==> config.mk <==
export PLATFORM = sky130hd
export DESIGN_NAME = seq_mpy
export DESIGN_NICKNAME = d
export VERILOG_FILES = /design/src/rtl/seq_mpy_pkg.sv /design/src/rtl/seq_mpy_step.sv /design/src/rtl/seq_mpy.sv
export SDC_FILE = /design/constraint.sdc
export NUM_CORES = 1
export LEC_CHECK = 0
export CAP_MARGIN = 10
export CELL_PAD_IN_SITES_DETAIL_PLACEMENT = 1
export CELL_PAD_IN_SITES_GLOBAL_PLACEMENT = 1
export CORE_ASPECT_RATIO = 1.5
export CORE_MARGIN = 8
export CORE_UTILIZATION = 43
export CTS_BUF_LIST = sky130_fd_sc_hd__clkbuf_8
export DETAILED_ROUTE_END_ITERATION = 10
export GPL_TIMING_DRIVEN = 0
export PLACE_DENSITY = 0.76
export SLEW_MARGIN = 20
export SYNTH_ARGS = -nofsm -noshare
export SYNTH_HDL_FRONTEND = slang
export SYNTH_HIERARCHICAL = 1
export SYNTH_SLANG_ARGS = --single-unit
==> constraint.sdc <==
create_clock -name CLK -period 4.55 [get_ports CLK]
set_input_delay 0.91 -clock CLK [delete_from_list [all_inputs] [get_ports CLK]]
set_output_delay 0.91 -clock CLK [all_outputs]
set_load 0.02 [all_outputs]
==> src/rtl/seq_mpy_pkg.sv <==
// seq_mpy_pkg: state encoding and step-counter sizing shared by the
// sequential multiplier and its step datapath.
package seq_mpy_pkg;

    typedef enum logic [1:0] {
        IDLE,
        RUN,
        DONE
    } state_t;

    // Wide enough to hold W itself, not just W-1.
    function automatic int cnt_w(input int w);
        return $clog2(w) + 1;
    endfunction

endpackage

==> src/rtl/seq_mpy_step.sv <==
// seq_mpy_step: one shift-add (or shift-subtract) step of the multiplier.
// The subtract path weights the sign bit of a two's-complement multiplier.
module seq_mpy_step
    import seq_mpy_pkg::*;
#(
    parameter int W  = 8,
    parameter int CW = cnt_w(W)
) (
    input  logic [2*W-1:0] acc,
    input  logic [2*W-1:0] a,
    input  logic           b_bit,
    input  logic [CW-1:0]  idx,
    input  logic           mode,
    input  logic           last,
    output logic [2*W-1:0] acc_next
);
    logic [2*W-1:0] partial;

    assign partial = a << idx;

    always_comb begin
        acc_next = acc;
        if (b_bit) begin
            acc_next = (mode && last) ? acc - partial : acc + partial;
        end
    end

endmodule

==> src/rtl/seq_mpy.sv <==
// seq_mpy: start/busy sequential multiplier, one multiplier bit per cycle,
// signed or unsigned per operation. Define SEQ_MPY_EARLY_TERM_EN for early termination.
module seq_mpy
    import seq_mpy_pkg::*;
#(
    parameter int W = 8
) (
    input  logic           CLK,
    input  logic           reset,
    input  logic           start,
    input  logic           is_signed,
    input  logic [W-1:0]   in_a,
    input  logic [W-1:0]   in_b,
    output logic           busy,
    output logic [2*W-1:0] out,
    output logic           out_valid
);
    localparam int CW = cnt_w(W);

    state_t         state;
    state_t         state_next;
    logic [2*W-1:0] a_reg;
    logic [2*W-1:0] acc;
    logic [2*W-1:0] acc_step;
    logic [W-1:0]   b_reg;
    logic [CW-1:0]  idx;
    logic           mode;
    logic           accept;
    logic           last_step;
    logic           early;

    assign accept    = start && (state != RUN);
    assign last_step = (idx == CW'(W - 1));
    assign busy      = (state == RUN);
    assign out_valid = (state == DONE);

    // b_reg shifts right each step, so "remaining multiplier bits all zero"
    // is just b_reg == 0; a negative signed multiplier keeps its top bit.
`ifdef SEQ_MPY_EARLY_TERM_EN
    assign early = (b_reg == '0);
`else
    assign early = 1'b0;
`endif

    always_ff @(posedge CLK or posedge reset) begin
        if (reset) begin
            state <= IDLE;
        end else begin
            state <= state_next;
        end
    end

    always_comb begin
        state_next = state;
        case (state)
            IDLE:    if (start) state_next = RUN;
            RUN:     if (early || last_step) state_next = DONE;
            DONE:    state_next = start ? RUN : IDLE;
            default: state_next = IDLE;
        endcase
    end

    // Operand registers carry no reset: they are always loaded before use.
    always_ff @(posedge CLK) begin
        if (accept) begin
            a_reg <= is_signed ? {{W{in_a[W-1]}}, in_a} : {{W{1'b0}}, in_a};
            b_reg <= in_b;
            mode  <= is_signed;
        end else if (state == RUN) begin
            b_reg <= {1'b0, b_reg[W-1:1]};
        end
    end

    always_ff @(posedge CLK or posedge reset) begin
        if (reset) begin
            acc <= '0;
            idx <= '0;
            out <= '0;
        end else if (accept) begin
            acc <= '0;
            idx <= '0;
        end else if (state == RUN) begin
            if (early) begin
                out <= acc;
            end else begin
                acc <= acc_step;
                idx <= idx + CW'(1);
                if (last_step) begin
                    out <= acc_step;
                end
            end
        end
    end

    seq_mpy_step #(
        .W  (W),
        .CW (CW)
    ) u_step (
        .acc      (acc),
        .a        (a_reg),
        .b_bit    (b_reg[0]),
        .idx      (idx),
        .mode     (mode),
        .last     (last_step),
        .acc_next (acc_step)
    );

endmodule

* After elaboration in Yosys (flattened, before gate mapping)
Cells that the tools add are included.
** Cells by class
- Shift operators :: 1
- Equal/unequal tests :: 6
- Reduce and logical (&&, ||, !) cells :: 6
- Bitwise logic cells :: 1
- Multiplexer cells :: 12
- $add $sub $neg :: 3
** Operators by type and width (count)
- 2-to-1 mux 16 bit :: 4
- adder 16 bit :: 1
- 2-to-1 mux 8 bit :: 2
- left shift 16 x 4 -> 16 bit :: 1
- subtractor 16 bit :: 1
- 2-to-1 mux 4 bit :: 2
- case mux 2 bit (3 select lines) :: 1
- adder 4 x 1 -> 4 bit (second input constant) :: 1
- == test 4 x 3 -> 1 bit (second input constant) :: 1
- 2-to-1 mux 2 bit :: 2
- inequality test 2 x 1 -> 1 bit (second input constant) :: 2
- AND reduction 3 bit :: 1
- == test 2 x 1 -> 1 bit (second input constant) :: 1
- == test 2 bit (second input constant) :: 1
- logical AND 1 bit :: 2
- logical NOT 2 bit :: 1
- inequality test 2 bit (second input constant) :: 1
- AND reduction 2 bit :: 1
- nonzero test 2 bit :: 1
- 2-to-1 mux 1 bit :: 1
- inverter 1 bit :: 1
** Storage, ports and cells
- Register bits after elaboration :: 56
- Logic and storage cells :: 37
- Output and inout bits :: 18
- Bits of input ports :: 20

* Depth between registers and ports, before layout
- Word-level depth :: 6
- Gate-level depth with buffers :: 20
- Mapped depth without buffers :: 17

* By module
Netlist, hierarchy kept.
** By module, submodules not included
- seq_mpy :: instances 1, cells an instance 162, area an instance 2204.6 µm², sequential area each 1491.4 µm²
- seq_mpy_step :: instances 1, cells an instance 270, area an instance 2144.6 µm², sequential area each 0.0 µm²

* Worst setup path after synthesis
Ideal clock, no wire load.
- Path type :: reg-to-reg
- Start point :: reg idx[0]
- End point :: reg out[15]
- Buffers on the path :: 2
- Stages on the path, launching flop included :: 18
- Slack :: -98 ps
- Setup time :: 125 ps
- Clock period less this slack :: 4648 ps
- Required time :: 4425 ps
- Arrival :: 4523 ps
- Path through :: dfrtp_1 -> buf_6 -> buf_8 -> mux4_2 -> a22o_1 -> a21oi_2 -> and2b_1 -> nand3_2 -> o41ai_2 -> xor2_1 -> ha_1 -> a2111oi_1 -> nand2_1 -> nor3_1 -> nor3_1 -> o41ai_1 -> o2111ai_1 -> mux2_2
** On the way
- Word-level cells in the longest chain between the ends :: 4
- Elaborated cells between the ends (all ways) :: 8
- Those cells by class :: add/sub (2); eq/ne (1); shift (1); mux (2); reduce/logical (2)
** Ends and longest elaborated chain
- from (decl) :: RTL line seq_mpy.sv:26 : logic [CW-1:0] idx;
- from (signal assigned) :: RTL line seq_mpy.sv:87 : idx <= idx + CW'(1);
- left shift 16 x 4 -> 16 bit or == test 4 x 3 -> 1 bit (tied branches) :: RTL line seq_mpy_step.sv:19, seq_mpy.sv:33
- adder 16 bit (tied with other cells) :: RTL line seq_mpy_step.sv:24 : acc_next = (mode && last) ? acc - partial : acc + partial;
- 2-to-1 mux 16 bit (*) :: RTL line seq_mpy_step.sv:24
- 2-to-1 mux 16 bit (*) :: RTL line seq_mpy_step.sv:23 : if (b_bit) begin
- named net acc_step[15] :: RTL line seq_mpy.sv:24 : logic [2*W-1:0] acc_step;
- to (signal assigned) :: RTL line seq_mpy.sv:89 : out <= acc_step;
- to (decl) :: RTL line seq_mpy.sv:15 : output logic [2*W-1:0] out,
The timed path passes the listed nets; every way through them passes the cells marked *.
A chain may end at the register's enable or synchronous reset.

* Worst setup path in the final report
- Start point :: reg idx[0]
- End point :: reg acc[15]
** On the way
- Word-level cells in the longest chain between the ends :: 6
- Elaborated cells between the ends (all ways) :: 9
- Those cells by class :: add/sub (2); eq/ne (1); shift (1); mux (4); reduce/logical (1)
** Ends and longest elaborated chain
- left shift 16 x 4 -> 16 bit or == test 4 x 3 -> 1 bit (tied branches) :: RTL line seq_mpy_step.sv:19, seq_mpy.sv:33
- adder 16 bit (tied with other cells) :: RTL line seq_mpy_step.sv:24
- 2-to-1 mux 16 bit (*) :: RTL line seq_mpy_step.sv:24
- 2-to-1 mux 16 bit (*) :: RTL line seq_mpy_step.sv:23
- named net acc_step[15] :: RTL line seq_mpy.sv:24
- 2-to-1 mux 16 bit (*) :: RTL line seq_mpy.sv:82 : end else if (state == RUN) begin
- 2-to-1 mux 16 bit (*) :: RTL line seq_mpy.sv:79 : end else if (accept) begin
- to (signal assigned) :: RTL line seq_mpy.sv:86 : acc <= acc_step;
- to (decl) :: RTL line seq_mpy.sv:23 : logic [2*W-1:0] acc;
The timed path passes the listed nets; every way through them passes the cells marked *. The select of a mux whose other input is x is not followed.

==> impl_metrics.csv <==
group,metric,value,unit
status,run_status,"finished, violations left",
status,failed_checks,"negative setup slack",
grt,use_met2,35.3,%
yosys,post_synth_xor_area_fraction,4.23,%
yosys,post_synth.cell_area_avg,10.1,um^2
yosys,synth.area.mux_share,19.2,%
cells_and_area,drive_above_1_share,35.6,%
setup_path,r2r-start,"idx[0]",
cts,ctsHoldBuffers,0,
yosys,adder_and_majority_cell_fraction_of_the_synthesized_area,5.35,%
yosys,ys_dominant_reg_cell,"sky130_fd_sc_hd__dfrtp_1",
yosys,netlist_top_cells_area,"sky130_fd_sc_hd__dfrtp_1 22%, sky130_fd_sc_hd__edfxtp_1 12%, sky130_fd_sc_hd__mux2_2 7.5%",
sta,setup_viol,2,
floorplanning,pin_count,38,
yosys,ys_seq_area_share,34.3,%
cts,clock_path_buffers,2,
cells_and_area,num_antenna_cells,0,
cts,cts-buffers-inserted,5,
yosys,synth_compound_area_share,14.2,%
setup_path,critical_path_fanout_max,5,
grt,grt_util_met1,21.6,%
cells_and_area,filler_cell_count,1076,
detailed_routing,dr.first_iter.drc_count,137,
min_path,min_path_type,"flip-flop to flip-flop",
sta,fin_ws,-0.111,ns
cts,cts.sinks,56,
sta,slew_viol_final,0,
detailed_routing,dr.pass1.iters,4,
min_path,min_delay_worst_endpoint,"acc[0]",
cells_and_area,area_used_by_multi_input_combinational_logic,3100,um^2
cts,clock_insertion_delay_at_the_later_pin_of_the_skew_report,0.32,ns
yosys,synth.yosys.warnings,6,
floorplanning,core,9970,um^2
sta,totalNegativeSetupSlack,-0.190,ns
placement,post-dp-hpwl,9090,um
cells_and_area,register_area,1490,um^2
detailed_routing,post-route-drc-count,0,
setup_path,r2r.worst_path.cells,21,
setup_path,ws_path_type,"flip-flop to flip-flop",
yosys,synth_top_family_by_area,"multiplexers",
floorplanning,core.rowCount,45,
yosys,synth.top_cell.area_share,21.9,%
setup_path,critPathRequiredTime,4.82,ns
yosys,syn_inst,432,
grt,tot_gr_track_use,19.1,%
sta,clock.fmax,215,MHz
placement,routability_congestion,0.909,
setup_path,endpoint_of_the_lowest_slack_register_to_register_path,"acc[15]",
min_path,min-delay-start,"acc[0]",
cells_and_area,final_nets,557,
placement,place.port_buffers,37,
detailed_routing,final_wirelength,13600,um
sta,finalHoldViolations,0,
sta,final_min_period_over_clock_period,102,%
setup_path,worstSetupStartpointType,"flip-flop",
detailed_routing,post_drt_wl_per_cell,21.4,um
yosys,synth_edf_count,18,
sta,rsz0062_at_grt,"true",
sta,skew,0.00646,ns
yosys,synth_top_area_cell,"sky130_fd_sc_hd__dfrtp_1",
grt,first_global_vias,4129,
yosys,number_of_nets_produced_by_synthesis,470,
yosys,synthSimpleGateAreaFrac,18.4,%
detailed_routing,ant_nets_after_route,0,
grt,grt_first_pass_wirelength,21200,um
setup_path,worstSetupEndpointType,"flip-flop",
floorplanning,die_w,98.1,um
yosys,post-synth-top-count-cell,"sky130_fd_sc_hd__nand2_1",
yosys,ys_ff_latch,56,
floorplanning,die_y,139,um
cells_and_area,synthToLayoutAreaGrowth,33.2,%
grt,grt-busiest-layer,"met2",
cts,clock_transition_time_at_the_flip_flop_clock_pins_of_the_worst_setup_and_hold_paths,0.11,ns
sta,timing_worst_slew_pin_value,0.665,ns
detailed_routing,vias_per_cell,5.96,
sta,slew_headroom,55.6,%
floorplanning,floorplan.die_area,13700,um^2
yosys,synth.lib_cells_used.distinct,69,
setup_path,cp_data_arrival_time,4.93,ns
min_path,worst_hold_depth,2,
grt,initial_antenna_violation_count,0,
floorplanning,initial_core_util,43.6,%
cts,tritoncts_clock_tree,"built",
yosys,synth_commonest_cells,"65 x sky130_fd_sc_hd__nand2_1, 38 x sky130_fd_sc_hd__dfrtp_1, 29 x sky130_fd_sc_hd__mux2_2, 26 x sky130_fd_sc_hd__nand3_1, 24 x sky130_fd_sc_hd__a21oi_1",
yosys,synth-async-reset-ratio,67.9,%
yosys,netlist_area,4350,um^2
grt,grt_max_degree,31,
grt,grt_util_met3,2.16,%
grt,grt.overflow.total,0,
detailed_routing,vias,3799,
flow_run,drv.max_cap_violation_count,0,
cts,htreeDepth,2,
setup_path,setup.reg_to_reg.worst_slack,-0.11,ns
cells_and_area,layout.core_utilization,58.1,%
sta,min_period,4.66,ns
cts,root_buffer,"sky130_fd_sc_hd__clkbuf_8",
==> per-layer routing <==
| layer | up-vias | share of wire, % | routed length (um) |
|---|---|---|---|
| li1 | 1783 | - | - |
| met1 | 1921 | 41 | 5560 |
| met2 | 67 | 54 | 7380 |
| met3 | 28 | 2.1 | 281 |
| met4 | 0 | 3.0 | 412 |
| met5 | - | 0 | 0 |
==> worst max path at each step <==
stage,from,to,slack [ns],depth (start not counted)
2_1_floorplan,idx[0],out[15],0.03,17
4_1_cts,idx[0],out[15],-0.02,18
5_1_grt,idx[0],acc[15],-0.23,19
6_report,idx[0],acc[15],-0.11,21
3_3_place_gp,idx[1],out[15],-0.72,16
3_5_place_dp,idx[1],out[15],-1.01,16
==> final cells by class <==
| class | count | share of cell area [%] |
|---|---|---|
| Multi-Input combinational cell | 342 | 53.5 |
| Sequential cell | 56 | 25.8 |
| Timing Repair Buffer | 81 | 13.0 |
| Buffer | 21 | 2.72 |
| Tap cell | 117 | 2.53 |
| Clock buffer | 5 | 1.19 |
| Inverter | 12 | 0.821 |
| Clock inverter | 3 | 0.432 |
==> worst max-delay path: stages, from the launching register on <==
cell and delay [ns]:
sky130_fd_sc_hd__dfrtp_1 0.39, sky130_fd_sc_hd__buf_6 0.14, sky130_fd_sc_hd__buf_8 0.12, sky130_fd_sc_hd__mux4_2 0.54, sky130_fd_sc_hd__buf_4 0.16, sky130_fd_sc_hd__buf_4 0.12
sky130_fd_sc_hd__a22oi_1 0.19, sky130_fd_sc_hd__o21ai_1 0.19, sky130_fd_sc_hd__nor2_1 0.22, sky130_fd_sc_hd__nand2_1 0.10, sky130_fd_sc_hd__o41ai_2 0.28, sky130_fd_sc_hd__xor2_1 0.17
sky130_fd_sc_hd__ha_1 0.23, sky130_fd_sc_hd__nor2_1 0.35, sky130_fd_sc_hd__nand2_2 0.15, sky130_fd_sc_hd__or3_4 0.45, sky130_fd_sc_hd__a2111oi_2 0.34, sky130_fd_sc_hd__nor4_2 0.08
sky130_fd_sc_hd__o2111ai_2 0.10, sky130_fd_sc_hd__buf_4 0.16, sky130_fd_sc_hd__nand2_2 0.04, sky130_fd_sc_hd__nand2_1 0.06
==> timing repair <==
| action | 4_1_cts | 5_1_grt |
|---|---|---|
| gates resized for setup | 50 | 39 |
| gates cloned | 1 | 0 |
| setup buffers | 27 | 15 |
| endpoints found under the setup margin | 7 | 7 |
| pin swaps | 25 | 28 |
==> cells in the final DEF, fill, tap and decap left out, types with 7 or more instances in the layout <==
master / count
sky130_fd_sc_hd__xor2_1: 8
sky130_fd_sc_hd__o21ai_0: 8
sky130_fd_sc_hd__a21oi_1: 17
sky130_fd_sc_hd__ha_1: 13
sky130_fd_sc_hd__mux2_4: 11
sky130_fd_sc_hd__clkbuf_1: 7
sky130_fd_sc_hd__mux2i_1: 8
sky130_fd_sc_hd__mux2_2: 27
sky130_fd_sc_hd__inv_1: 9
sky130_fd_sc_hd__xnor2_1: 9
sky130_fd_sc_hd__nor2_1: 15
sky130_fd_sc_hd__mux4_2: 13
sky130_fd_sc_hd__nand2_1: 61
sky130_fd_sc_hd__clkdlybuf4s50_1: 37
sky130_fd_sc_hd__edfxtp_1: 18
sky130_fd_sc_hd__nand3_1: 26
sky130_fd_sc_hd__buf_4: 41
sky130_fd_sc_hd__dfrtp_1: 37
==> metrics by stage <==
step           cell area [um^2]  instances  hold slack, ns  setup slack, ns
5_1_grt                    5790        637           0.538           -0.232
3_5_place_dp               4890        587           0.490            -1.01
6_report                   5790        637           0.513           -0.111
3_3_place_gp               4870        586           0.484           -0.725
4_1_cts                    5510        623           0.518          -0.0201
2_1_floorplan              4350        432           0.467           0.0333
==> kinds of logic (layout without fill, tap and decap cells) <==
kind of cell,count (synthesis),after routing
AO/OA/AOI/OAI,84,84
multiplexers,59,59
XOR/XNOR,21,21
AND/OR/NAND/NOR,160,160
flip-flops,56,56
buffers and inverters,34,122
adder cells (fa/ha/maj),18,18
Power is left out: the tool's default activity adds up to more than one toggle a clock period on the data nets, which glitch-free logic cannot reach.
